## config.mk

```make
export PLATFORM = sky130hd
export DESIGN_NAME = kernel_reg_file_flat
export DESIGN_NICKNAME = d
export VERILOG_FILES = /design/src/rtl/kernel_reg_file_if.sv /design/src/rtl/kernel_reg_file.sv /design/src/flat_wrapper.sv
export SDC_FILE = /design/constraint.sdc
export NUM_CORES = 1
export LEC_CHECK = 0
export ABC_CLOCK_PERIOD_IN_PS = 2750
export CORE_MARGIN = 5
export CORE_UTILIZATION = 60
export DETAILED_ROUTE_END_ITERATION = 6
export PLACE_DENSITY = 0.86
export SLEW_MARGIN = 0
export SYNTH_ARGS = -nofsm -noshare
export SYNTH_HDL_FRONTEND = slang
export SYNTH_SLANG_ARGS = --single-unit
```

## constraint.sdc

```tcl
create_clock -name i_clk -period 2.75 [get_ports i_clk]
set_clock_uncertainty 0.15 [all_clocks]
set_input_delay 0.275 -clock i_clk [delete_from_list [all_inputs] [get_ports i_clk]]
set_output_delay 0.275 -clock i_clk [all_outputs]
set_load 0.05 [all_outputs]
```

## src/rtl/kernel_reg_file_if.sv

```systemverilog
// Kernel register file bus: loader write port, commit/start controls and the weight stream to the MAC array.
interface kernel_reg_file_if #(
  parameter int KERNEL_REG_ADDR_WIDTH = 5,
  parameter int WEIGHT_WIDTH          = 8
);
  logic                             i_wr_en;
  logic [KERNEL_REG_ADDR_WIDTH-1:0] i_wr_addr;
  logic [WEIGHT_WIDTH-1:0]          i_wr_data;
  logic                             i_load_done;
  logic [5:0]                       i_kernel_size;
  logic                             i_rd_start;
  logic                             i_rd_ready;
  logic                             i_err_clr;
  logic                             o_rd_valid;
  logic [WEIGHT_WIDTH-1:0]          o_rd_data;
  logic [KERNEL_REG_ADDR_WIDTH-1:0] o_rd_addr;
  logic                             o_rd_last;
  logic                             o_kernel_ready;
  logic                             o_busy;
  logic                             o_wr_err;

  modport master (
    output i_wr_en, i_wr_addr, i_wr_data, i_load_done, i_kernel_size,
           i_rd_start, i_rd_ready, i_err_clr,
    input  o_rd_valid, o_rd_data, o_rd_addr, o_rd_last, o_kernel_ready, o_busy, o_wr_err
  );

  modport slave (
    input  i_wr_en, i_wr_addr, i_wr_data, i_load_done, i_kernel_size,
           i_rd_start, i_rd_ready, i_err_clr,
    output o_rd_valid, o_rd_data, o_rd_addr, o_rd_last, o_kernel_ready, o_busy, o_wr_err
  );
endinterface

```

## src/rtl/kernel_reg_file.sv

```systemverilog
// Kernel weight store: captures loader writes and replays the committed kernel as a valid/ready stream.
// Define KERNEL_DBUF_EN for a double-buffered store (shadow writes, bank swap on commit).
module kernel_reg_file #(
  parameter int KERNEL_REG_ADDR_WIDTH = 5,
  parameter int KERNEL_DEPTH          = 25,
  parameter int WEIGHT_WIDTH          = 8
) (
  input  logic             i_clk,
  input  logic             i_rst_n,
  kernel_reg_file_if.slave bus
);
  localparam int AW = KERNEL_REG_ADDR_WIDTH;
  localparam int WW = WEIGHT_WIDTH;
`ifdef KERNEL_DBUF_EN
  localparam int NUM_BANKS = 2;
`else
  localparam int NUM_BANKS = 1;
`endif
  localparam logic [AW-1:0] IDX_ZERO = '0;

  typedef enum logic [0:0] {
    ST_IDLE   = 1'b0,
    ST_STREAM = 1'b1
  } state_t;

  state_t          state_r;
  state_t          state_next_s;
  logic [WW-1:0]   mem_r [NUM_BANKS][KERNEL_DEPTH];
  logic [AW-1:0]   rd_idx_r;
  logic [AW-1:0]   last_idx_r;
  logic [WW-1:0]   rd_data_r;
  logic            rd_valid_r;
  logic            rd_last_r;
  logic            busy_r;
  logic            kernel_ready_r;
  logic            wr_err_r;

  logic            addr_ok_s;
  logic            size_ok_s;
  logic            start_ok_s;
  logic            xfer_s;
  logic            last_xfer_s;
  logic            advance_s;
  logic            wr_accept_s;
  logic            wr_drop_s;
  logic            wr_unready_s;
  logic            act_bank_s;
  logic            wr_bank_s;
  logic            first_bank_s;
  logic [AW-1:0]   next_idx_s;

`ifdef KERNEL_DBUF_EN
  logic            bank_r;
  logic            swap_pending_r;
`endif

  // Per-cycle decode of write legality, handshake and bank selection
  always_comb begin
    addr_ok_s   = ({1'b0, bus.i_wr_addr} < (AW+1)'(KERNEL_DEPTH));
    size_ok_s   = (bus.i_kernel_size != 6'd0) &&
                  ({26'd0, bus.i_kernel_size} <= 32'(KERNEL_DEPTH));
    start_ok_s  = (state_r == ST_IDLE) && bus.i_rd_start && kernel_ready_r && size_ok_s;
    xfer_s      = rd_valid_r && bus.i_rd_ready;
    last_xfer_s = xfer_s && rd_last_r;
    advance_s   = xfer_s && !rd_last_r;
    next_idx_s  = rd_idx_r + AW'(1);
`ifdef KERNEL_DBUF_EN
    wr_accept_s  = bus.i_wr_en && addr_ok_s;
    wr_drop_s    = bus.i_wr_en && !addr_ok_s;
    wr_unready_s = 1'b0;
    act_bank_s   = bank_r;
    wr_bank_s    = ~bank_r;
    // a commit in IDLE swaps at this edge, so a same-cycle start must fetch from the new bank
    first_bank_s = (bus.i_load_done && (state_r == ST_IDLE)) ? ~bank_r : bank_r;
`else
    wr_accept_s  = bus.i_wr_en && addr_ok_s && (state_r == ST_IDLE);
    wr_drop_s    = bus.i_wr_en && (!addr_ok_s || (state_r == ST_STREAM));
    wr_unready_s = wr_accept_s;
    act_bank_s   = 1'b0;
    wr_bank_s    = 1'b0;
    first_bank_s = 1'b0;
`endif
  end

  // Next-state logic for the stream FSM
  always_comb begin
    state_next_s = state_r;
    case (state_r)
      ST_IDLE: begin
        if (start_ok_s) state_next_s = ST_STREAM;
        else            state_next_s = ST_IDLE;
      end
      ST_STREAM: begin
        if (last_xfer_s) state_next_s = ST_IDLE;
        else             state_next_s = ST_STREAM;
      end
      default: state_next_s = ST_IDLE;
    endcase
  end

  // FSM state register
  always_ff @(posedge i_clk or negedge i_rst_n) begin
    if (!i_rst_n) state_r <= ST_IDLE;
    else          state_r <= state_next_s;
  end

  // Weight storage, cleared by reset
  always_ff @(posedge i_clk or negedge i_rst_n) begin
    if (!i_rst_n) begin
      for (int b = 0; b < NUM_BANKS; b++) begin
        for (int e = 0; e < KERNEL_DEPTH; e++) begin
          mem_r[b][e] <= '0;
        end
      end
    end else if (wr_accept_s) begin
      mem_r[wr_bank_s][bus.i_wr_addr] <= bus.i_wr_data;
    end
  end

  // Stream beat registers: data/addr/last are loaded ahead so they hold steady while ready is low
  always_ff @(posedge i_clk or negedge i_rst_n) begin
    if (!i_rst_n) begin
      rd_valid_r <= 1'b0;
      busy_r     <= 1'b0;
      rd_last_r  <= 1'b0;
      rd_idx_r   <= '0;
      last_idx_r <= '0;
      rd_data_r  <= '0;
    end else begin
      rd_valid_r <= (state_next_s == ST_STREAM);
      busy_r     <= (state_next_s == ST_STREAM);
      if (start_ok_s) begin
        rd_idx_r   <= '0;
        last_idx_r <= AW'(bus.i_kernel_size - 6'd1);
        rd_last_r  <= (bus.i_kernel_size == 6'd1);
        rd_data_r  <= mem_r[first_bank_s][IDX_ZERO];
      end else if (advance_s) begin
        rd_idx_r   <= next_idx_s;
        rd_last_r  <= (next_idx_s == last_idx_r);
        rd_data_r  <= mem_r[act_bank_s][next_idx_s];
      end
    end
  end

  // Commit flag and sticky illegal-write flag (set beats clear)
  always_ff @(posedge i_clk or negedge i_rst_n) begin
    if (!i_rst_n) begin
      kernel_ready_r <= 1'b0;
      wr_err_r       <= 1'b0;
    end else begin
      if (bus.i_load_done)   kernel_ready_r <= 1'b1;
      else if (wr_unready_s) kernel_ready_r <= 1'b0;
      if (wr_drop_s)          wr_err_r <= 1'b1;
      else if (bus.i_err_clr) wr_err_r <= 1'b0;
    end
  end

`ifdef KERNEL_DBUF_EN
  // Bank swap: immediate in IDLE, otherwise deferred to the edge the final beat transfers
  always_ff @(posedge i_clk or negedge i_rst_n) begin
    if (!i_rst_n) begin
      bank_r         <= 1'b0;
      swap_pending_r <= 1'b0;
    end else if (bus.i_load_done && (state_r == ST_IDLE)) begin
      bank_r         <= ~bank_r;
    end else if (bus.i_load_done && last_xfer_s) begin
      bank_r         <= ~bank_r;
      swap_pending_r <= 1'b0;
    end else if (bus.i_load_done) begin
      swap_pending_r <= 1'b1;
    end else if (last_xfer_s && swap_pending_r) begin
      bank_r         <= ~bank_r;
      swap_pending_r <= 1'b0;
    end
  end
`endif

  assign bus.o_rd_valid     = rd_valid_r;
  assign bus.o_rd_data      = rd_data_r;
  assign bus.o_rd_addr      = rd_idx_r;
  assign bus.o_rd_last      = rd_last_r;
  assign bus.o_kernel_ready = kernel_ready_r;
  assign bus.o_busy         = busy_r;
  assign bus.o_wr_err       = wr_err_r;
endmodule

```

## src/flat_wrapper.sv

```systemverilog
// flat-port wrapper written by rule: the top's interface ports become plain ports
module kernel_reg_file_flat 
#(
  parameter int KERNEL_REG_ADDR_WIDTH = 5,
  parameter int KERNEL_DEPTH          = 25,
  parameter int WEIGHT_WIDTH          = 8
)
  (i_clk, i_rst_n, bus_i_wr_en, bus_i_wr_addr, bus_i_wr_data, bus_i_load_done, bus_i_kernel_size, bus_i_rd_start, bus_i_rd_ready, bus_i_err_clr, bus_o_rd_valid, bus_o_rd_data, bus_o_rd_addr, bus_o_rd_last, bus_o_kernel_ready, bus_o_busy, bus_o_wr_err);
  kernel_reg_file_if #(.KERNEL_REG_ADDR_WIDTH(KERNEL_REG_ADDR_WIDTH), .WEIGHT_WIDTH(WEIGHT_WIDTH)) bus_i ();
  input  logic i_clk;
  input  logic i_rst_n;
  input wire logic [$bits(bus_i.i_wr_en)-1:0] bus_i_wr_en;
  input wire logic [$bits(bus_i.i_wr_addr)-1:0] bus_i_wr_addr;
  input wire logic [$bits(bus_i.i_wr_data)-1:0] bus_i_wr_data;
  input wire logic [$bits(bus_i.i_load_done)-1:0] bus_i_load_done;
  input wire logic [$bits(bus_i.i_kernel_size)-1:0] bus_i_kernel_size;
  input wire logic [$bits(bus_i.i_rd_start)-1:0] bus_i_rd_start;
  input wire logic [$bits(bus_i.i_rd_ready)-1:0] bus_i_rd_ready;
  input wire logic [$bits(bus_i.i_err_clr)-1:0] bus_i_err_clr;
  output wire logic [$bits(bus_i.o_rd_valid)-1:0] bus_o_rd_valid;
  output wire logic [$bits(bus_i.o_rd_data)-1:0] bus_o_rd_data;
  output wire logic [$bits(bus_i.o_rd_addr)-1:0] bus_o_rd_addr;
  output wire logic [$bits(bus_i.o_rd_last)-1:0] bus_o_rd_last;
  output wire logic [$bits(bus_i.o_kernel_ready)-1:0] bus_o_kernel_ready;
  output wire logic [$bits(bus_i.o_busy)-1:0] bus_o_busy;
  output wire logic [$bits(bus_i.o_wr_err)-1:0] bus_o_wr_err;
  assign bus_i.i_wr_en = bus_i_wr_en;
  assign bus_i.i_wr_addr = bus_i_wr_addr;
  assign bus_i.i_wr_data = bus_i_wr_data;
  assign bus_i.i_load_done = bus_i_load_done;
  assign bus_i.i_kernel_size = bus_i_kernel_size;
  assign bus_i.i_rd_start = bus_i_rd_start;
  assign bus_i.i_rd_ready = bus_i_rd_ready;
  assign bus_i.i_err_clr = bus_i_err_clr;
  assign bus_o_rd_valid = bus_i.o_rd_valid;
  assign bus_o_rd_data = bus_i.o_rd_data;
  assign bus_o_rd_addr = bus_i.o_rd_addr;
  assign bus_o_rd_last = bus_i.o_rd_last;
  assign bus_o_kernel_ready = bus_i.o_kernel_ready;
  assign bus_o_busy = bus_i.o_busy;
  assign bus_o_wr_err = bus_i.o_wr_err;
  kernel_reg_file #(.KERNEL_REG_ADDR_WIDTH(KERNEL_REG_ADDR_WIDTH), .KERNEL_DEPTH(KERNEL_DEPTH), .WEIGHT_WIDTH(WEIGHT_WIDTH)) u_core (.i_clk(i_clk), .i_rst_n(i_rst_n), .bus(bus_i));
endmodule
```

After elaboration in Yosys (flattened, before gate mapping)
Index checks and enable logic that the tools add are counted.
{ "word_totals": {"input_bits": 26, "memories": 0, "latch_bits": 0, "word_cells": 81, "romBits": 0, "regBits": 222, "ramBits": 0} }
{ "classes": {"div": 0, "n_eq_ne": 2, "order_cmp": 5, "multipliers": 0, "n_shift": 0, "mux": 19, "n_reduce_logical": 18, "bitwise_logic": 3, "n_addsub": 2} }
{ "op_table": {"columns": ["cell", "n"], "rows": [
  ["200-bit bitwise mux", 1],
  ["8-bit binary-select mux with 5-bit select", 1],
  ["8-bit demux with 5-bit select", 1],
  ["8-bit 2-to-1 mux", 5],
  ["6-bit >= comparator, second input constant", 2],
  ["5-bit NOT with 6-bit output", 2],
  ["1-bit logical AND", 11],
  ["5-bit 2-to-1 mux", 2],
  ["1-bit 2-to-1 mux", 8],
  ["6-bit by 1-bit == test with 1-bit output, second input constant", 1],
  ["6-bit by 5-bit <= comparator with 1-bit output, second input constant", 1],
  ["6-bit by 1-bit < comparator with 1-bit output, second input constant", 1],
  ["2-bit nonzero test", 3],
  ["6-bit nonzero test", 1],
  ["5-bit by 1-bit adder with 5-bit output, second input constant", 1],
  ["5-bit == test", 1],
  ["5-bit < comparator, second input constant", 1],
  ["5-bit by 1-bit subtractor with 5-bit output, second input constant", 1],
  ["1-bit logical NOT", 2],
  ["1-bit case mux with 2 select lines", 1],
  ["1-bit logical OR", 1],
  ["1-bit NOT", 1]
]} }

Longest topological paths before layout
{ "depth": {"depth_word": 7, "mapped_depth": 9, "mapped_depth_nobuf": 8} }

Worst setup path after synthesis
Ideal clock, no wire load.
{ "synth_path": {"path_kind": "register to register", "from": "register u_core.rd_idx_r[1], in the netlist u_core.bus.o_rd_addr[1]", "to": "register u_core.rd_data_r[2], in the netlist u_core.bus.o_rd_data[2]", "t_arrival_ps": 2326, "setup_ps": 132, "required_time_ps": 2468, "slack_ps": 142, "path_stages_with_launch": 9, "path_cell_list": "dfrtp_1 > ha_1 > clkbuf_1 > buf_2 > mux4_2 > mux2i_1 > o21ai_0 > a2111oi_1 > nor2_1"} }
{ "synth_between": {"elab_chain_len": 7} }
{ "synth_rtl": {"columns": ["item", "line", "rtl"], "rows": [
  ["start: declaration", "kernel_reg_file.sv:29", "logic [AW-1:0] rd_idx_r;"],
  ["start signal: assignment", "kernel_reg_file.sv:138", "rd_idx_r <= next_idx_s;"],
  ["5-bit by 1-bit adder with 5-bit output", "kernel_reg_file.sv:66", "next_idx_s = rd_idx_r + AW'(1);"],
  ["5-bit NOT with 6-bit output (not written as such)", "kernel_reg_file.sv:140", "rd_data_r <= mem_r[act_bank_s][next_idx_s];"],
  ["8-bit binary-select mux with 5-bit select", "kernel_reg_file.sv:140", null],
  ["8-bit 2-to-1 mux (not written as such) (2 in series)", "kernel_reg_file.sv:140", null],
  ["8-bit 2-to-1 mux", "kernel_reg_file.sv:137", "end else if (advance_s) begin"],
  ["8-bit 2-to-1 mux", "kernel_reg_file.sv:132", "if (start_ok_s) begin"],
  ["end signal: assignment", "kernel_reg_file.sv:136", "rd_data_r <= mem_r[first_bank_s][IDX_ZERO];"],
  ["end signal: assignment", "kernel_reg_file.sv:140", null],
  ["end: declaration", "kernel_reg_file.sv:31", "logic [WW-1:0] rd_data_r;"]
]} }
Every way passes these cells. The select of a mux whose other input is x is not followed.
A chain may end at the register's enable or synchronous reset.

Final worst setup path
{ "layout_path": {"from": "register u_core.rd_idx_r[0], in the netlist u_core.bus.o_rd_addr[0]", "to": "register u_core.rd_data_r[2], in the netlist u_core.bus.o_rd_data[2]"} }
Same word-level chain as after synthesis.

==> results.yml <==
layout:
  fillCellCount: 1082
  num_antenna_cells: 0
  multi_input_area_sq_mm: 0.00470
  syn2layout_area_growth_pct: 15.6
  final_layout_size_suffix_gt1_share_pct: 41.0
  fin_nets: 832
  ff_latch_area_sq_mm: 0.00556
min_path:
  hp-class: "primary input to flip-flop"
detailed_routing:
  via_per_inst: 6.51
  totalWireLength_mm: 25.9
  drc_errors: 0
  wl_per_cell_um: 24.8
  first_pass_iters: 5
  vias: 6796
  first_iter_violations: 543
  antenna_left: 0
power_and_ir_drop:
  ir_drop_mv: 0.792
  p_leak_nw: 5.43
  power_mw: 12.1
  p_per_area_mw_per_mm2: 995
grt:
  grt_max_degree: 77
  grt.met1_usage_pct: 37.8
  grt_pass1_vias: 7340
  grtUsageMet3_pct: 4.23
  busiest_layer: "met2"
  grt_usage_pct: 26.7
  grt_pass1_wl_mm: 42.0
  grt_remaining_overflow: 0
  antenna_found_initial: 1
  grt.met2_usage_pct: 43.2
yosys:
  yosys_most_used_dff: "dfrtp_1"
  syn_area_sq_mm: 0.0105
  synthCells: 742
  yosysSeqAreaShare_pct: 52.8
  synth_edf_count: 0
  synth_area_leaders: "dfrtp_1, mux2_2, mux4_2, mux4_1, nand2_1"
  yosys.cell_types.count: 57
  yosys_warnings: 0
  yosysTopAreaCell: "dfrtp_1"
  async_flop_share_pct: 100
  avgSynthCellArea_sq_um: 14.2
  synth_seq_cells: 222
  syn-num-nets: 771
  yosysTopAreaCellShare_pct: 52.8
critical_path:
  cp_max_fo: 26
  crit_type: "flip-flop to flip-flop"
  cp-end-kind: "flip-flop"
  reg2reg_to: "u_core.bus.o_rd_data[2]"
  setup.worst_path.start: "u_core.bus.o_rd_addr[0]"
  r2r_start: "u_core.bus.o_rd_addr[0]"
  setup.worst_path.end: "u_core.bus.o_rd_data[2]"
  startpoint_type: "flip-flop"
  required_ns: 2.98
  rr_worst_depth: 7
  worst_ep_arrival_time_ns: 2.83
  r2r_slack_ns: 0.15
placement:
  gp_congestion: 0.914
  dp_hpwl_mm: 17.5
  port_buffers: 43
floorplan:
  num_rows: 48
  die_h_um: 142
  io-pin-count: 44
  core-area_sq_mm: 0.0172
  die_w_um: 142
  dieArea_sq_mm: 0.0203
  start_util_pct: 61.0
timing:
  rsz0062_at_grt: "false"
  finalMaxSlewViolations: 0
  finalCriticalPeriod_ns: 2.60
  tightest_slew_ns: 0.649
  timing.fmax_mhz: 384
  fin_crit_sh_pct: 94.6
  finalSetupTns_ns: 0
  max_slew_margin_pct: 56.7
  finalSetupViolations: 0
  final_hold_viol_count: 0
clock_network:
  clock_sinks: 222
  cts-buffers-inserted: 23
  htree_levels: 1
  cts-root-buf: "clkbuf_16"
  cts_setup_buffers: 0
  clk_path_buf_depth: 3
  clk-insertion-delay-late_ns: 0.51
  cts_tree: "yes"
  clk_pin_slew_ns: 0.06
outcome:
  status: "completed"
run:
  maxCapViolCount: 0
## state kept, by name, indices dropped and copies added (netlist names)
register / count
u_core.bus.o_rd_last: 1
u_core.state_r: 1
u_core.bus.o_kernel_ready: 1
u_core.mem_r: 200
u_core.bus.o_rd_addr: 5
u_core.last_idx_r: 5
u_core.bus.o_wr_err: 1
u_core.bus.o_rd_data: 8
## layer usage
layer  vias up  share of wire [%]
li1       2872                  -
met1      3600                 41
met2       270                 49
met3        52                6.3
met4         2                3.0
met5         -              0.050
## critical path, stage by stage, from the launching register on
cell       delay (ns)
dfrtp_4          0.50
ha_2             0.37
buf_12           0.21
mux4_2           0.35
mux2i_1          0.24
o21ai_0          0.16
a2111oi_2        0.40
nor2_1           0.09
## worst min-delay path by stage
stage                    startpoint                         to  slack, ns  cells past startpoint
floorplan                   i_rst_n  u_core.bus.o_kernel_ready      -0.17                      0
global placement            i_rst_n          u_core.mem_r[121]       0.18                      1
detailed placement          i_rst_n          u_core.mem_r[129]       0.19                      1
CTS                 bus_i_load_done  u_core.bus.o_kernel_ready       0.18                      2
global route        bus_i_load_done  u_core.bus.o_kernel_ready       0.19                      2
finish              bus_i_load_done  u_core.bus.o_kernel_ready       0.18                      2
## through the flow
stage	worst slack [ns]	hold WS [ns]	util (%)	cells	instance area, sq um
2_1_floorplan	0.142	-0.171	-	742	10500
3_3_place_gp	0.158	0.178	65.9	1002	11400
3_5_place_dp	0.0788	0.187	65.9	1002	11400
4_1_cts	0.0834	0.175	70.5	1044	12200
5_1_grt	0.101	0.192	70.6	1044	12200
6_report	0.149	0.184	70.6	1044	12200
## cell families after synthesis
logic type,count (synthesis),share of synthesized area (%)
buf+inv,54,2.65
mux,260,33.1
compound gates,57,3.72
xor+xnor,14,1.17
simple gates,132,6.19
flops,222,52.8
fa+ha+maj,3,0.357
## what timing repair did
action,4_1_cts,5_1_grt
endpoints found under the setup margin,0,1
endpoints found under the hold margin,73,0
gates resized for setup,0,1
hold buffers,1,0
## layout by cell type (no fill, tap or decap), types with 3 or more instances in the layout
cell type        instances
a21oi_1                 12
a31oi_1                  6
buf_12                   6
buf_4                   36
bufinv_16                3
clkbuf_1                 4
clkbuf_16               23
clkbuf_8                 5
clkdlybuf4s50_1         41
clkinv_2                 4
dfrtp_1                221
inv_1                    5
mux2_2                 200
mux2i_1                 12
mux4_1                   7
mux4_2                  41
nand2_1                 48
nand3_1                 13
nand4_1                  4
nor2_1                  24
nor2_2                   6
nor2b_1                  4
nor3_1                  10
nor3_2                   3
nor4_1                   4
o211ai_1                 3
o21ai_0                 10
o22ai_1                  3
or3_1                    3
xnor2_1                  8
xor2_1                   5
## power breakdown
| part | leakage [nW] | switching [mW] | internal [mW] | total (mW) |
|---|---|---|---|---|
| registers | 2.89 | 0.602 | 4.22 | 4.82 |
| logic | 2.16 | 2.04 | 2.04 | 4.08 |
| clock network | 0.384 | 1.26 | 1.93 | 3.19 |
| total | 5.43 | 3.91 | 8.19 | 12.1 |
## synthesized netlist by cell type (3+ instances only)
| cell | count |
|---|---|
| dfrtp_1 | 222 |
| mux2_2 | 200 |
| nand2_1 | 48 |
| mux4_2 | 41 |
| clkbuf_1 | 28 |
| nor2_1 | 24 |
| buf_2 | 14 |
| nand3_1 | 13 |
| a21oi_1 | 12 |
| mux2i_1 | 12 |
| nor3_1 | 10 |
| o21ai_0 | 10 |
| xnor2_1 | 8 |
| mux4_1 | 7 |
| a31oi_1 | 6 |
| nor2_2 | 6 |
| xor2_1 | 6 |
| inv_1 | 5 |
| nand4_1 | 4 |
| nor2b_1 | 4 |
| nor4_1 | 4 |
| buf_4 | 3 |
| ha_1 | 3 |
| nor3_2 | 3 |
| o211ai_1 | 3 |
| o22ai_1 | 3 |
| or3_1 | 3 |
## area by class of cell
type                       count  area share (%)
clock buffer                  31            5.31
clock inverter                10            1.11
inverter                       5           0.154
multi-input combinational    466            38.6
sequential                   222            45.7
tap                          225            2.31
timing repair buffer          85            6.78
No activity file was read; power rests on OpenSTA's default activity.
